**src/rtl/sad_argmin_accumulator.sv**
```systemverilog
// Accumulates 32 per-lane SADs over one window row, then scans them serially
// to track the global minimum (row, col, SAD) across the whole search window.
module sad_argmin_accumulator #(
  parameter int unsigned POI_DEPTH = 4,
  parameter int unsigned POI_WIDTH = 4,
  parameter logic [4:0]  LAST_ROW  = 5'd31
) (
  input  logic                                   clk,
  input  logic                                   reset,
  input  logic                                   start,
  input  logic                                   in_valid,
  output logic                                   in_ready,
  input  logic [31:0][7:0]                       residuals,
  input  logic [4:0]                             w_row_wr,
  input  logic [POI_DEPTH+POI_WIDTH-1:0]         POI_addr_wr,
  output logic                                   done,
  output logic [4:0]                             best_row,
  output logic [4:0]                             best_col,
  output logic [8+POI_DEPTH+POI_WIDTH-1:0]       best_sad
);

  localparam int unsigned ADDR_W = POI_DEPTH + POI_WIDTH;
  localparam int unsigned ACC_W  = 8 + ADDR_W;
  localparam int unsigned LANES  = 32;

  typedef enum logic [1:0] {
    ST_IDLE,
    ST_ACCUM,
    ST_SCAN,
    ST_DONE
  } state_e;

  state_e             state_q,    state_d;
  logic [ACC_W-1:0]   acc_q [LANES];
  logic [ACC_W-1:0]   acc_d [LANES];
  logic [4:0]         cur_row_q,  cur_row_d;
  logic [4:0]         scan_idx_q, scan_idx_d;
  logic [4:0]         best_row_q, best_row_d;
  logic [4:0]         best_col_q, best_col_d;
  logic [ACC_W-1:0]   best_sad_q, best_sad_d;

  always_comb begin
    // NOTE: every signal driven here gets a default first so no path infers a latch.
    state_d    = state_q;
    acc_d      = acc_q;
    cur_row_d  = cur_row_q;
    scan_idx_d = scan_idx_q;
    best_row_d = best_row_q;
    best_col_d = best_col_q;
    best_sad_d = best_sad_q;

    case (state_q)
      ST_IDLE, ST_DONE: begin
        if (start) begin
          state_d    = ST_ACCUM;
          best_sad_d = '1;
          best_row_d = '0;
          best_col_d = '0;
          for (int i = 0; i < LANES; i++) acc_d[i] = '0;
        end
      end

      ST_ACCUM: begin
        if (in_valid) begin
          for (int i = 0; i < LANES; i++) acc_d[i] = acc_q[i] + ACC_W'(residuals[i]);
          // The last POI pixel closes the row; its beat is included above.
          if (POI_addr_wr == '1) begin
            cur_row_d  = w_row_wr;
            scan_idx_d = '0;
            state_d    = ST_SCAN;
          end
        end
      end

      ST_SCAN: begin
        // Strict compare: ties keep the earlier row, then the lower column.
        if (acc_q[scan_idx_q] < best_sad_q) begin
          best_sad_d = acc_q[scan_idx_q];
          best_row_d = cur_row_q;
          best_col_d = scan_idx_q;
        end
        if (scan_idx_q == 5'd31) begin
          scan_idx_d = '0;
          for (int i = 0; i < LANES; i++) acc_d[i] = '0;
          state_d = (cur_row_q == LAST_ROW) ? ST_DONE : ST_ACCUM;
        end else begin
          scan_idx_d = scan_idx_q + 5'd1;
        end
      end

      default: state_d = ST_IDLE;
    endcase
  end

  always_ff @(posedge clk) begin
    if (reset) begin
      state_q    <= ST_IDLE;
      cur_row_q  <= '0;
      scan_idx_q <= '0;
      best_row_q <= '0;
      best_col_q <= '0;
      best_sad_q <= '0;
      // NOTE: the accumulator bank is reset explicitly so an abandoned row never leaks into the next search.
      for (int i = 0; i < LANES; i++) acc_q[i] <= '0;
    end else begin
      // NOTE: non-blocking assignments keep every flop sampling pre-edge values.
      state_q    <= state_d;
      cur_row_q  <= cur_row_d;
      scan_idx_q <= scan_idx_d;
      best_row_q <= best_row_d;
      best_col_q <= best_col_d;
      best_sad_q <= best_sad_d;
      for (int i = 0; i < LANES; i++) acc_q[i] <= acc_d[i];
    end
  end

  assign in_ready = (state_q == ST_ACCUM);
  assign done     = (state_q == ST_DONE);
  assign best_row = best_row_q;
  assign best_col = best_col_q;
  assign best_sad = best_sad_q;

endmodule

```
**config.mk**
```make
export PLATFORM = sky130hd
export DESIGN_NAME = sad_argmin_accumulator
export DESIGN_NICKNAME = d
export VERILOG_FILES = /design/src/rtl/sad_argmin_accumulator.sv
export SDC_FILE = /design/constraint.sdc
export NUM_CORES = 2
export LEC_CHECK = 0
export ABC_CLOCK_PERIOD_IN_PS = 12600
export CAP_MARGIN = 25
export CORE_UTILIZATION = 55
export CTS_CLUSTER_DIAMETER = 100
export DETAILED_ROUTE_END_ITERATION = 12
export GPL_ROUTABILITY_DRIVEN = 1
export GPL_TIMING_DRIVEN = 0
export MAX_ROUTING_LAYER = met4
export PLACE_DENSITY = 0.76
export REMOVE_ABC_BUFFERS = 1
export SLEW_MARGIN = 20
export SYNTH_ARGS = -nofsm -noshare
export SYNTH_HDL_FRONTEND = slang
export SYNTH_SLANG_ARGS = --single-unit
```
**constraint.sdc**
```tcl
create_clock -name clk -period 12.6 [get_ports clk]
set_input_delay 1.89 -clock clk [delete_from_list [all_inputs] [get_ports clk]]
set_output_delay 1.89 -clock clk [all_outputs]
set_load 0.03 [all_outputs]
```
==> results.json <==
{
  "clock-sinks": 550,
  "track_usage": 0.328,
  "dp.cells": 5075,
  "drive_above_1_share": 0.0743,
  "io_buffers": 300,
  "synthArstFlopShare": 0,
  "areaGrowthSynthToFinish_pct": 18.2,
  "synth.ff_latch_count": 550,
  "initial_core_util": 0.558,
  "synth_edf_count": 0,
  "syn-cell-area_sq_um": 36000,
  "placed_area_sq_um": 40500,
  "synth_warnings": 0,
  "endpoint_kind": "register",
  "firstDrtPassIters": 6,
  "avgSynthCellArea_sq_um": 8.83,
  "cts_resized": 0,
  "fin_hold_ws_ps": 470,
  "wl_met2_um": 49500,
  "viasPerCell": 6.23,
  "grt-ovfl-total": 0,
  "fin_cells": 5199,
  "leakagePower_nw": 16.2,
  "place_congestion": 0.921,
  "die_x_um": 258,
  "irDropWorstVdd_v": 0.000107,
  "status": "finished, final reports clean",
  "finalWirelength_um": 107000,
  "critPathRequiredTime_ps": 13170,
  "power_density_nw_per_um2": 140,
  "final.setup.worst_slack_ps": 7570,
  "drtIter0Drc": 2571,
  "cts.reportedPaths.clkPinSlew_ps": 60,
  "drv_cap": 0,
  "finalSetupViolCount": 0,
  "cts_max_path_buffers": 3,
  "fmax_ghz": 0.199,
  "ys_types": 67,
  "rsz0062_at_grt": "no",
  "critPathKind": "reg -> reg",
  "hold_viol": 0,
  "nets": 4866,
  "die_area_sq_um": 66500,
  "wl_per_cell_um": 20.6,
  "grt_antenna_before_repair": 13,
  "place.detailed.hpwl_um": 79900,
  "ctsHoldBuffers": 0,
  "grt_max_degree": 107,
  "dp_slack_ps": 7160,
  "final_common_cell": "dfxtp_1",
  "clk_latency_ps": 640,
  "grt_pass1_wl_um": 169000,
  "dr_wl_met3_um": 6680,
  "nFillCells": 5236,
  "final_cell_area_sq_um": 42600,
  "tightest_slew_ps": 1010,
  "drc": 0,
  "slew-limit-headroom": 0.320,
  "critPathMaxFanout": 33,
  "cts_setup_buffers": 0,
  "min_period_ps": 5030,
  "ant_nets": 0,
  "slew_violations": 0,
  "rrSetupSlack_ps": 7570,
  "netlist_instances": 4079,
  "total_power_mw": 5.97,
  "wl_met1_um": 45600,
  "cp-start-kind": "register",
  "seq_area_sq_um": 11000,
  "skew_ps": 14.6,
  "dieHeight_um": 258,
  "hold_path.class": "reg -> reg",
  "cts_root_buf": "clkbuf_16",
  "cts_max_level": 2,
  "core_area_sq_um": 64600,
  "final.period_utilization": 0.399,
  "vias": 32400,
  "synth-seq-area-share": 0.306,
  "fp-row-count": 93,
  "arrival_ps": 5600,
  "synth_top_flop_cell": "dfxtp_1",
  "cts_inserted_buffers": 60,
  "final_cell_mix": "dfxtp_1 (547), a21oi_1 (426), nand2_1 (357)",
  "tritoncts": "done",
  "grt_pass1_vias": 31200,
  "ioPinCount": 301,
  "tns_ps": 0,
  "highest_layer": "met4",
  "multi_input_area_sq_um": 23800,
  "post-route-util": 0.659
}
-- area by class of cell --
| cell class | count | share of cell area |
|---|---|---|
| Multi-Input combinational cell | 3205 | 0.559 |
| Antenna cell | 12 | 0.000705 |
| Inverter | 106 | 0.00934 |
| Clock inverter | 30 | 0.00679 |
| Tap cell | 855 | 0.0251 |
| Clock buffer | 80 | 0.0406 |
| Timing Repair Buffer | 361 | 0.0999 |
| Sequential cell | 550 | 0.259 |
-- kinds of logic after synthesis --
family / share of synthesized area
buffers and inverters: 0.0358
adders and majority gates: 0.114
DFF: 0.306
xor gates and xnor gates: 0.0778
and+or+nand+nor: 0.179
AOI/OAI and AO/OA: 0.184
muxes: 0.103
-- sequential cells by signal, summed over array words and instances, names as in the netlist --
signal      flops
best_col        5
cur_row_q       5
best_row        5
acc_q         512
scan_idx_q      5
best_sad       16
state_q         2
-- report_power, final --
part / internal [mW] / switching, mW / total, mW
combinational: 0.846 / 1.27 / 2.11
clock: 1.06 / 0.771 / 1.83
sequential: 1.87 / 0.148 / 2.02
total: 3.78 / 2.19 / 5.97
-- worst paths after layout --
| path | startpoint | to | cells after the start |
|---|---|---|---|
| min | acc_q[214] | acc_q[214] | 2 |
| min reg2reg | acc_q[214] | acc_q[214] | 2 |
| max reg2reg | scan_idx_q[0] | best_sad[11] | 14 |
| max | scan_idx_q[0] | best_sad[11] | 14 |
-- cells in the mapped netlist, types with 10 or more instances --
cell type  number  area [sq um]
o31ai_1        34           255
fa_1           32           641
nor3_1         72           360
a31oi_1        13          81.3
nand3_1       201          1010
o21ai_1        38           190
a21o_1         91           683
o221a_1        15           169
or4_1          37           278
o211ai_1       23           173
a221oi_1       16           140
or3_1          69           432
a2111oi_0      13           114
xor2_1        115          1010
a21oi_1       427          2140
nand4_1        71           444
nand2b_1       56           350
a22oi_1        66           495
mux4_2        126          2840
nand2_1       357          1340
and2_1         48           300
a2111o_1       18           203
nor4_1         15          93.8
buf_1          35           131
o21ai_0        78           390
a22o_1         30           263
a32oi_1        10          87.6
inv_1         106           398
mux2i_1        85           851
a211o_1        11          96.3
a32o_1         27           270
xnor2_1       205          1800
dfxtp_1       550         11000
and3_1         50           313
buf_2          38           190
ha_1          277          3470
clkbuf_1      139           522
o21bai_1       62           465
nor2_1        328          1230
-- critical path, stage by stage (launching register included) --
cell	delay [ps]
dfxtp_4	660
buf_16	290
buf_16	300
mux4_2	540
nand2_1	130
a32o_1	380
a221oi_1	120
ha_1	340
a21oi_1	270
o211ai_1	160
or2_2	290
a41oi_1	250
a21oi_2	120
a21oi_2	730
o221a_1	310
-- per-layer routing --
| layer | up-vias | GRT usage |
|---|---|---|
| met5 | - | - |
| met4 | 0 | 0.154 |
| met3 | 264 | 0.0381 |
| met2 | 1082 | 0.514 |
| met1 | 15600 | 0.422 |
| li1 | 15500 | - |
(Power assumes the default switching activity.)
